===== config.mk =====
export PLATFORM = sky130hd
export DESIGN_NAME = tpmem_pingpong
export DESIGN_NICKNAME = d
export VERILOG_FILES = /design/src/rtl/tpmem_pingpong.sv
export SDC_FILE = /design/constraint.sdc
export NUM_CORES = 2
export LEC_CHECK = 0
export CORE_MARGIN = 8
export CORE_UTILIZATION = 65
export CTS_BUF_LIST = sky130_fd_sc_hd__clkbuf_4 sky130_fd_sc_hd__clkbuf_8
export DETAILED_ROUTE_END_ITERATION = 12
export PLACE_DENSITY = 0.91
export SLEW_MARGIN = 20
export SYNTH_ARGS = -nofsm -noshare
export SYNTH_HDL_FRONTEND = slang
export SYNTH_SLANG_ARGS = --single-unit

===== constraint.sdc =====
create_clock -name i_clk -period 21.7 [get_ports i_clk]
set_clock_uncertainty 0.15 [all_clocks]
set_input_delay 4.34 -clock i_clk [delete_from_list [all_inputs] [get_ports i_clk]]
set_output_delay 4.34 -clock i_clk [all_outputs]
set_load 0.05 [all_outputs]

===== src/rtl/tpmem_pingpong.sv =====
// Double-buffered N x N transpose memory.
// Rows are written into one bank while the other bank is read out, either
// column by column (transpose mode) or row by row. The mode is captured with
// row 0 of each frame. Output lanes N..OUT_LANES-1 are always zero.
module tpmem_pingpong #(
  parameter int BW        = 12,
  parameter int N         = 6,
  parameter int OUT_LANES = 8
) (
  input  logic                    i_clk,
  input  logic                    i_Reset,
  input  logic [N*BW-1:0]         i_data,
  input  logic                    i_valid,
  input  logic                    i_transpose,
  output logic                    o_ready,
  output logic [OUT_LANES*BW-1:0] o_data,
  output logic                    o_en,
  output logic                    o_sof,
  input  logic                    i_ready
);

  localparam int IW = $clog2(N);

  logic [BW-1:0]           r_mem [2][N][N];
  logic [1:0]              r_full;
  logic [1:0]              r_mode;
  logic                    r_wr_sel;
  logic                    r_rd_sel;
  logic [IW-1:0]           r_wr_row;
  logic [IW-1:0]           r_rd_idx;
  logic [OUT_LANES*BW-1:0] r_data;
  logic                    r_en;
  logic                    r_sof;

  logic                    w_wr;
  logic                    w_rd;
  logic                    w_wr_last;
  logic                    w_rd_last;
  logic [1:0]              w_set;
  logic [1:0]              w_clr;
  logic [OUT_LANES*BW-1:0] w_vec;

  // A bank is writable only while its full flag is clear; a vector loads
  // whenever the output register is empty or being consumed.
  assign o_ready   = !r_full[r_wr_sel];
  assign w_wr      = i_valid && !r_full[r_wr_sel];
  assign w_rd      = r_full[r_rd_sel] && (!r_en || i_ready);
  assign w_wr_last = w_wr && (r_wr_row == IW'(N-1));
  assign w_rd_last = w_rd && (r_rd_idx == IW'(N-1));
  assign w_set     = w_wr_last ? (2'b01 << r_wr_sel) : 2'b00;
  assign w_clr     = w_rd_last ? (2'b01 << r_rd_sel) : 2'b00;

  assign o_data = r_data;
  assign o_en   = r_en;
  assign o_sof  = r_sof;

  // Store an accepted row; storage needs no reset because full flags gate reads.
  always_ff @(posedge i_clk) begin
    if (w_wr) begin
      for (int c = 0; c < N; c++) begin
        r_mem[r_wr_sel][r_wr_row][c] <= i_data[(N-c)*BW-1 -: BW];
      end
    end
  end

  // Write pointer, row counter and per-bank mode capture on row 0.
  always_ff @(posedge i_clk) begin
    if (!i_Reset) begin
      r_wr_sel <= 1'b0;
      r_wr_row <= '0;
      r_mode   <= 2'b00;
    end else if (w_wr) begin
      if (r_wr_row == '0) begin
        r_mode[r_wr_sel] <= i_transpose;
      end
      if (r_wr_row == IW'(N-1)) begin
        r_wr_row <= '0;
        r_wr_sel <= ~r_wr_sel;
      end else begin
        r_wr_row <= r_wr_row + IW'(1);
      end
    end
  end

  // Full flags: set by the last written row, cleared by the last read vector.
  // Set and clear never target the same bank on the same edge.
  always_ff @(posedge i_clk) begin
    if (!i_Reset) begin
      r_full <= 2'b00;
    end else begin
      r_full <= (r_full | w_set) & ~w_clr;
    end
  end

  // Select column or row rstate of the read bank; unused lanes stay zero.
  always_comb begin
    w_vec = '0;
    for (int r = 0; r < N; r++) begin
      if (r_mode[r_rd_sel]) begin
        w_vec[(OUT_LANES-r)*BW-1 -: BW] = r_mem[r_rd_sel][r][r_rd_idx];
      end else begin
        w_vec[(OUT_LANES-r)*BW-1 -: BW] = r_mem[r_rd_sel][r_rd_idx][r];
      end
    end
  end

  // Output register with hold-on-stall and read pointer advance.
  always_ff @(posedge i_clk) begin
    if (!i_Reset) begin
      r_data   <= '0;
      r_en     <= 1'b0;
      r_sof    <= 1'b0;
      r_rd_sel <= 1'b0;
      r_rd_idx <= '0;
    end else if (w_rd) begin
      r_data <= w_vec;
      r_en   <= 1'b1;
      r_sof  <= (r_rd_idx == '0);
      if (r_rd_idx == IW'(N-1)) begin
        r_rd_idx <= '0;
        r_rd_sel <= ~r_rd_sel;
      end else begin
        r_rd_idx <= r_rd_idx + IW'(1);
      end
    end else if (i_ready) begin
      r_en  <= 1'b0;
      r_sof <= 1'b0;
    end
  end

endmodule


==> metrics.txt <==
run status complete, no violations; Fmax 0.126 GHz; Setup-failing EPs final 0; crit path DAT 3430 ps; Post-Synth Simple-Gate Area 8.96%; first-pass GRT wire length 208 mm; I/O pin total 176; Seq/Total Area, Yosys 61.2%; slew margin rel. 12.7%; # resized after CTS 0; final period utilization 36.5%; cell taking the most area after synthesis edfxtp_1; Clock transition at path regs 60 ps; DR pass1 iterations 9; max cap viols 0; hpwl dp 84.8 mm; Pwr Density 77.2 nW/um^2; Initial Util 65.9%; gr usage total 35.9%; Post-synth top cells edfxtp_1 (864), nand2_1 (777), mux4_2 (286); ys flop type edfxtp_1; Via density 7.56; vias in the first global route 33300; overall die height 280 um; grt ovf 0; wire per inst 33.1 um; Synth cell types 75; yosys warns 0; final setup TNS 0 ps; cell leakage power 17.0 nW; area grow syn2layout 10.4%; hold path start o_data[75]; clk buf depth 3; Tmin final 7920 ps; Row Count 96; drt drc 0; multiplexer share of the synthesized area 19.0%; non-filler cells, final 4317; clock sink count 951; Post-CTS Setup Bufs 0; TritonCTS Buffers 145; area share of fa/ha/maj cells after synthesis 0%; worst slew pin tran 1310 ps; total number of vias 32600; global placer's final weighted congestion 0.934; top-area cell type share of the netlist area 57.3%; CTS tree built; ys async rst share 0%; Synth Area per Inst 14.4 um^2; initial antenna violation count 7; dpl cells 4051; most numerous cell in the Yosys netlist edfxtp_1; startpoint types flop; die width 280 um; crit path from r_wr_sel; Port Buf Inserts 151; xor/xnor share of the synthesized area 0.0581%; die area 78300 um^2; final-stage net count 3344; RSZ-0062 raised after global routing no; core area 68700 um^2; clock root cell clkbuf_8; critical path capture point type output pin; share of cells above drive strength 1 19.1%; Cells after Synth 3135; largest family of logic cells by synthesized area multiplexers; complex-gate fraction of the synthesized area 7.18%; initial DRC count 6508; Post-synth EDFFs 864; H-tree levels 4; Final ANT Viol Nets 0; clock latency on the worst-skew pair 820 ps; cts hold-fix bufs 0; R2R depth 7; post-synthesis register bit count 951; Max Transition Viols Final 0; Synth Cell Area 45300 um^2; hold crit path type reg -> reg; Hold Crit Depth 2; Max VDD drop 0.0623 mV; Fin. Hold Viols 0; CP Class reg -> out; Area contributors post-synth edfxtp_1 (57%), mux4_2 (14%), nand2_1 (6.4%); largest net degree at the start of global routing 115; worst endpoint required time 17210 ps; Routed WL 143 mm; Crit Path Max Fanout 15
==> placed cells by master (no fill, tap or decap), types with 20 or more instances in the layout <==
cell type        instances
edfxtp_1               864
nand2_1                777
mux4_2                 286
clkbuf_8               166
clkdlybuf4s50_1        150
mux2i_1                142
a21o_1                 120
o21ai_0                 84
dfxtp_1                 84
a21oi_1                 69
clkbuf_4                59
nor2_1                  55
nand3_1                 55
buf_4                   53
a32oi_1                 34
nor2b_1                 29
a31oi_1                 29
conb_1                  24
a22oi_1                 23
a221oi_1                21
clkinv_1                20
mux4_1                  20
==> critical path, stage by stage (launching register included) <==
cell	delay (ps)
dfxtp_1	1060
mux2i_2	530
clkdlybuf4s50_1	1020
==> kinds of logic (layout without fill, tap and decap cells) <==
kind of cell    count (synthesis)  in the layout
simple gates                  989            989
flops                         951            951
buf+inv                       249            475
xor+xnor                        3              3
compound gates                477            477
mux                           465            465
other cells                     1             26
==> worst paths after layout <==
check | to | slack (ps)
setup / recovery | o_ready | 13780
hold / removal | o_data[75] | 370
setup reg to reg | o_data[37] | 16430
hold reg to reg | o_data[75] | 370
==> power by group <==
group	internal [mW]	total, mW	switching (mW)
Combinational	0.0879	0.272	0.184
Sequential	2.04	2.05	0.0147
Clock	0.823	1.53	0.708
Total	2.95	3.86	0.907
==> sequential cells by signal, indices dropped and copies added, names as in the netlist, named ones only <==
register / count
o_sof: 1
r_rd_sel: 1
o_data: 72
r_mem: 864
o_en: 1
r_full: 2
r_wr_sel: 1
r_mode: 2
r_wr_row: 3
r_rd_idx: 3
==> routing by layer <==
| layer | GRT usage (%) | share of wire [%] | vias up |
|---|---|---|---|
| li1 | - | - | 12400 |
| met1 | 41.8 | 29 | 15300 |
| met2 | 53.9 | 44 | 3848 |
| met3 | 15.3 | 18 | 1010 |
| met4 | 24.8 | 8.4 | 6 |
| met5 | 0.188 | 0.029 | - |
==> cell type report <==
cell class	count	area, um^2
well taps	931	1160
clock inverters	39	241
multi-input cells	1958	16200
inverters	5	18.8
fillers	3783	18700
flip-flops and latches	951	27700
repair buffers	206	1940
diodes	2	5.00
clock buffers	225	2730
==> per-stage QoR <==
| stage | utilization, % | setup WS, ps | cell area [um^2] | power [mW] | hold slack (ps) |
|---|---|---|---|---|---|
| after global routing | 72.7 | 13750 | 50000 | 3.93 | 377 |
| final | 72.7 | 13780 | 50000 | 3.86 | 365 |
| after detailed placement | 68.4 | 13750 | 47000 | 2.35 | 318 |
| after global placement | 68.4 | 13880 | 47000 | 2.33 | 338 |
| after floorplan | - | 9520 | 45300 | 2.25 | 330 |
| after CTS | 72.7 | 13880 | 49900 | 3.83 | 362 |
Power figures use the tool's default switching activity.
